**src/rtl/alu_pkg.sv**
```systemverilog
// rtl/alu_pkg.sv - shared ALU types and add/sub control encodings
// Purpose: state type for the modular-reduction controller and the
//          add/sub unit control values.
package alu_pkg;

  typedef enum logic [1:0] {
    IDLE = 2'd0,
    ITER = 2'd1,
    DONE = 2'd2
  } mod_state_t;

  localparam logic ADD = 1'b0;
  localparam logic SUB = 1'b1;

endpackage

```
**src/rtl/add_sub.sv**
```systemverilog
// rtl/add_sub.sv - adder/subtractor built from mux_not and adder
// Purpose: ctrl=ADD gives a+b, ctrl=SUB gives a+~b+1 (a-b); in subtract
//          mode cout=1 means a >= b (no borrow).
// Ports:   a, b - operands
//          ctrl - ADD/SUB select, also used as carry in
//          sum  - result
//          cout - carry out
module add_sub #(
  parameter int WIDTH = 9
) (
  input  logic [WIDTH-1:0] a,
  input  logic [WIDTH-1:0] b,
  input  logic             ctrl,
  output logic [WIDTH-1:0] sum,
  output logic             cout
);

  logic [WIDTH-1:0] b_mux;

  mux_not #(.WIDTH(WIDTH)) u_mux_not (
    .ctrl_i (ctrl),
    .d_i    (b),
    .y_o    (b_mux)
  );

  adder #(.WIDTH(WIDTH)) u_adder (
    .a_i    (a),
    .b_i    (b_mux),
    .cin_i  (ctrl),
    .sum_o  (sum),
    .cout_o (cout)
  );

endmodule

```
**src/rtl/adder.sv**
```systemverilog
// rtl/adder.sv - ripple-free behavioural adder with carry in/out
// Purpose: sum_o/cout_o = a_i + b_i + cin_i.
// Ports:   a_i, b_i - operands
//          cin_i    - carry in
//          sum_o    - low WIDTH bits of the sum
//          cout_o   - carry out
module adder #(
  parameter int WIDTH = 8
) (
  input  logic [WIDTH-1:0] a_i,
  input  logic [WIDTH-1:0] b_i,
  input  logic             cin_i,
  output logic [WIDTH-1:0] sum_o,
  output logic             cout_o
);

  assign {cout_o, sum_o} = {1'b0, a_i} + {1'b0, b_i} + {{WIDTH{1'b0}}, cin_i};

endmodule

```
**src/rtl/mux_not.sv**
```systemverilog
// rtl/mux_not.sv - conditional bitwise inverter
// Purpose: passes d_i through, or its one's complement when ctrl_i=1.
// Ports:   ctrl_i - invert select
//          d_i    - operand
//          y_o    - d_i or ~d_i
module mux_not #(
  parameter int WIDTH = 8
) (
  input  logic             ctrl_i,
  input  logic [WIDTH-1:0] d_i,
  output logic [WIDTH-1:0] y_o
);

  assign y_o = ctrl_i ? ~d_i : d_i;

endmodule

```
**src/rtl/mod_reduce_ctrl.sv**
```systemverilog
// rtl/mod_reduce_ctrl.sv - restoring shift-and-subtract a mod m / a div m
// Purpose: multi-cycle unsigned remainder and quotient, one dividend bit
//          per cycle through a single shared add/sub unit in subtract mode.
// Ports:   clk, rst_n - clock, asynchronous active-low reset
//          start      - request, sampled only in IDLE
//          a, m       - dividend and modulus, captured on accepted start
//          busy       - high in every state except IDLE
//          done       - one-cycle result-valid strobe
//          err        - modulus was zero; held until next accepted start
//          rem, quo   - remainder and quotient; held until next accepted start
module mod_reduce_ctrl
  import alu_pkg::*;
#(
  parameter int WIDTH = 32
) (
  input  logic             clk,
  input  logic             rst_n,
  input  logic             start,
  input  logic [WIDTH-1:0] a,
  input  logic [WIDTH-1:0] m,
  output logic             busy,
  output logic             done,
  output logic             err,
  output logic [WIDTH-1:0] rem,
  output logic [WIDTH-1:0] quo
);

  localparam int CW = $clog2(WIDTH);

  mod_state_t       state_q, state_d;
  logic [WIDTH-1:0] a_q, a_d;
  logic [WIDTH-1:0] m_q, m_d;
  logic [WIDTH:0]   r_q, r_d;
  logic [WIDTH-1:0] quo_q, quo_d;
  logic [WIDTH-1:0] rem_q, rem_d;
  logic [CW-1:0]    cnt_q, cnt_d;
  logic             err_q, err_d;

  logic [WIDTH:0]   t;
  logic [WIDTH:0]   d;
  logic             cout;
  logic             unused_msb;

  // R < m after every step, so the shifted-out MSB of R is always zero.
  assign t          = {r_q[WIDTH-1:0], a_q[cnt_q]};
  assign unused_msb = r_q[WIDTH];

  add_sub #(.WIDTH(WIDTH + 1)) u_add_sub (
    .a    (t),
    .b    ({1'b0, m_q}),
    .ctrl (SUB),
    .sum  (d),
    .cout (cout)
  );

  always_comb begin
    state_d = state_q;
    a_d     = a_q;
    m_d     = m_q;
    r_d     = r_q;
    quo_d   = quo_q;
    rem_d   = rem_q;
    cnt_d   = cnt_q;
    err_d   = err_q;
    case (state_q)
      IDLE: begin
        if (start) begin
          rem_d = '0;
          quo_d = '0;
          if (m != '0) begin
            a_d     = a;
            m_d     = m;
            r_d     = '0;
            cnt_d   = CW'(WIDTH - 1);
            err_d   = 1'b0;
            state_d = ITER;
          end else begin
            err_d   = 1'b1;
            state_d = DONE;
          end
        end
      end
      ITER: begin
        // cout=1 means no borrow: T >= m, keep the difference.
        r_d          = cout ? d : t;
        quo_d[cnt_q] = cout;
        if (cnt_q == '0) begin
          // Register the remainder on the last step so it is valid with done.
          rem_d   = r_d[WIDTH-1:0];
          state_d = DONE;
        end else begin
          cnt_d = cnt_q - 1'b1;
        end
      end
      DONE:    state_d = IDLE;
      default: state_d = IDLE;
    endcase
  end

  always_ff @(posedge clk or negedge rst_n) begin
    if (!rst_n) begin
      state_q <= IDLE;
      a_q     <= '0;
      m_q     <= '0;
      r_q     <= '0;
      quo_q   <= '0;
      rem_q   <= '0;
      cnt_q   <= '0;
      err_q   <= 1'b0;
    end else begin
      state_q <= state_d;
      a_q     <= a_d;
      m_q     <= m_d;
      r_q     <= r_d;
      quo_q   <= quo_d;
      rem_q   <= rem_d;
      cnt_q   <= cnt_d;
      err_q   <= err_d;
    end
  end

  assign busy = (state_q != IDLE);
  assign done = (state_q == DONE);
  assign err  = err_q;
  assign rem  = rem_q;
  assign quo  = quo_q;

endmodule

```
**config.mk**
```make
export PLATFORM = sky130hd
export DESIGN_NAME = mod_reduce_ctrl
export DESIGN_NICKNAME = d
export VERILOG_FILES = /design/src/rtl/alu_pkg.sv /design/src/rtl/add_sub.sv /design/src/rtl/adder.sv /design/src/rtl/mux_not.sv /design/src/rtl/mod_reduce_ctrl.sv
export SDC_FILE = /design/constraint.sdc
export NUM_CORES = 1
export LEC_CHECK = 0
export BUFFER_PORTS_ARGS = -buffer_cell sky130_fd_sc_hd__buf_2
export CORE_UTILIZATION = 52
export DETAILED_ROUTE_END_ITERATION = 10
export PLACE_DENSITY_LB_ADDON = 0.05
export RECOVER_POWER = 50
export SYNTH_ARGS = -nofsm -noshare
export SYNTH_HDL_FRONTEND = slang
export SYNTH_SLANG_ARGS = --single-unit
```
**constraint.sdc**
```tcl
create_clock -name clk -period 3.3 [get_ports clk]
set_input_delay 0.66 -clock clk [delete_from_list [all_inputs] [get_ports clk]]
set_output_delay 0.66 -clock clk [all_outputs]
set_load 0.05 [all_outputs]
```
==> results_dict.tcl <==
set metrics [dict create \
    num_vias 7665 \
    port_buffers 133 \
    r2r_slack_ns -0.25 \
    drc 0 \
    critPathTopFamily "compound AO/OA/AOI/OAI gates" \
    max_slew_margin_pct -16.19 \
    worstPathCellList "buf_12, mux4_2, inv_2, o22ai_2, a221oi_2, and3_4, ha_4, nor2b_4, o2111ai_4, a21oi_4, o2111ai_4, a31oi_4, or2_4, buf_12, buf_16, mux2i_4, o21ai_1" \
    wl_per_cell_um 19.14 \
    postRouteAntennaNets 0 \
    clock-sinks 168 \
    worstSetupPathType "reg -> reg" \
    synthToLayoutAreaGrowth_pct 33.31 \
    insertion_delay_ns 0.43 \
    ys_seq_elements 168 \
    met1_length_um 11690 \
    ys_warn_count 0 \
    synth.distinct_cells 71 \
    setup_viol 95 \
    violations "max-capacitance violations, max-slew violations, negative setup slack" \
    syn_nets 989 \
    synth_ff_type "dfrtp_1" \
    fin_cells 1306 \
    fp.dieW_um 134.3 \
    dpl_cell_area_um2 10380 \
    cp.arrival_ns 3.83 \
    grt_use_total_pct 28.03 \
    hold_buffers 0 \
    hold_violations 0 \
    nets 1178 \
    dr_wl_met2_um 11910 \
    grt_first_pass_wirelength_um 39400 \
    netlist_instances 884 \
    wirelength_um 25000 \
    cts-htree-levels 4 \
    io_pins 134 \
    via_per_inst 5.869 \
    fin_worst_skew_ns 0.01078 \
    die_y_um 134.3 \
    gp_congestion 0.8519 \
    grt_pass1_vias 7494 \
    rows 47 \
    synth_edf_count 0 \
    min_from "a[19]" \
    root_buffer "clkbuf_16" \
    fin_ws_ns -0.2490 \
    placed_cells 1246 \
    status "complete, but fails checks" \
    hpwlAfterDp_um 16920 \
    utilization_pct 72.09 \
    post-route-period-util_pct 107.5 \
    cts_tree "built" \
    dr.pass1.iters 5 \
    fmax_mhz 281.8 \
    num_antenna_cells 0 \
    slowest_delay_ns 0.50 \
    critPathBufInv 4 \
    core_area_um2 16820 \
    yosys.area.top_type "dfrtp_1" \
    end_kind "register" \
    start_kind "register" \
    ys_top_cells_by_count "168 x dfrtp_1, 92 x nand2_1, 64 x mux2_2, 53 x o21ai_0, 47 x a21oi_1" \
    dp_slack_ns -0.3631 \
    drtIter0Drc 561 \
    rr_startpoint "cnt_q[0]" \
    cap_violations 1 \
    crit_required_ns 3.58 \
    startpoint "cnt_q[0]" \
    drive_gt1_share_pct 39.59 \
    reg2reg_to "rem[6]" \
    hold_path_depth 2 \
    synthArstFlopShare_pct 100.0 \
    met3WireLength_um 1122 \
    final_max_slew_viol_count 68 \
    synth_most_common_cell "dfrtp_1" \
    rsz0062_at_grt "yes" \
    antenna_found_initial 1 \
    synth_area_leaders "dfrtp_1 46%, mux2_2 7.9%, ha_1 5.1%" \
    initial_core_util_pct 54.08 \
    grt_overflow_total 0 \
    period_minus_slack_ns 3.549 \
    ys_seq_area_share_pct 46.22 \
    netlist_area_um2 9095 \
    ctsLongestPathBuffers 2 \
    syn-mean-instance-area_um2 10.29 \
    min_path_type "in -> reg" \
    numCtsBuffers 17 \
    grt_max_degree 68 \
    min_to "a_q[19]" \
    cts.clk_slew.worst_paths_ns 0.07 \
    topRoutingLayerUsed "met4" \
    synth_top_area_share_pct 46.22 \
    final_area_um2 12120 \
    worstMarginPinSlew_ns 1.743 \
    cp_slowest_cell "mux4_2" \
    critPathMaxFanout 5 \
    r2r_cells 17 \
    die-area_um2 18020 \
]
==> timing repair <==
action,in CTS,in global routing
buffers inserted,13,13
cloned,6,2
pin swaps,11,42
resized for setup,74,119
setup endpoints to repair,95,96
==> through the flow <==
stage / hold WS (ns) / setup TNS [ns]
floorplan: 0.3644 / -0.2526
global placement: 0.4574 / -13.02
detailed placement: 0.4578 / -20.72
CTS: 0.2623 / -11.31
global route: 0.4426 / -29.56
finish: 0.4566 / -14.94
==> logic make-up after synthesis <==
logic type                 share of synthesized area, %
AOI/OAI and AO/OA                                 18.98
and+or+nand+nor                                   10.88
DFF                                               46.22
buffers and inverters                             4.113
muxes                                             11.89
adders and majority gates                         5.310
xor gates and xnor gates                          2.600
==> routing by layer <==
| layer | vias to the layer above | global-route usage (%) |
|---|---|---|
| li1 | 3628 | - |
| met1 | 3804 | 40.68 |
| met2 | 210 | 44.04 |
| met3 | 23 | 4.913 |
| met4 | 0 | 6.117 |
| met5 | - | 0 |
==> flip-flops by register name, indices dropped and copies added, names as in the netlist <==
signal	flops
err	1
state_q	2
rem	32
r_q	32
m_q	32
quo	32
cnt_q	5
a_q	32
==> layout make-up <==
class	count	area (um^2)
Multi-Input combinational cell	626	5331
Fill cell	1248	4695
Sequential cell	168	4205
Timing Repair Buffer	217	1565
Clock buffer	17	425.4
Tap cell	220	275.3
Inverter	43	161.4
Clock inverter	15	160.2
==> cells in the final DEF, fill, tap and decap left out, types with 6 or more instances in the layout <==
cell type and n:
mux2i_4 17, clkbuf_16 19, o21ai_4 6, o31ai_2 9, and3_1 11, ha_1 36
dfrtp_1 167, a21o_1 7, buf_12 6, a21boi_0 9, nand3_1 23, nor2_1 17
o21a_1 9, mux4_2 8, nor4_1 8, and2_1 7, o211ai_1 25, nand2_1 87
buf_6 11, xnor2_1 10, o31ai_4 12, buf_2 132, o21ai_1 51, nor3_1 7
mux2_2 64, inv_6 6, a32oi_1 9, buf_4 55, o21ai_0 27, a21oi_1 44
inv_1 42, o21ai_2 11, xor2_1 13
==> how the worst max path moves through the flow <==
stage	to	slack, ns	cells after the start
floorplan	rem[30]	-0.05	14
global placement	rem[30]	-0.28	15
detailed placement	rem[30]	-0.36	15
CTS	rem[30]	-0.19	16
global route	rem[6]	-0.41	17
finish	rem[6]	-0.25	17
Power is not shown: default switching activity piles up to over one toggle a cycle in this logic, so the estimate is an artifact.
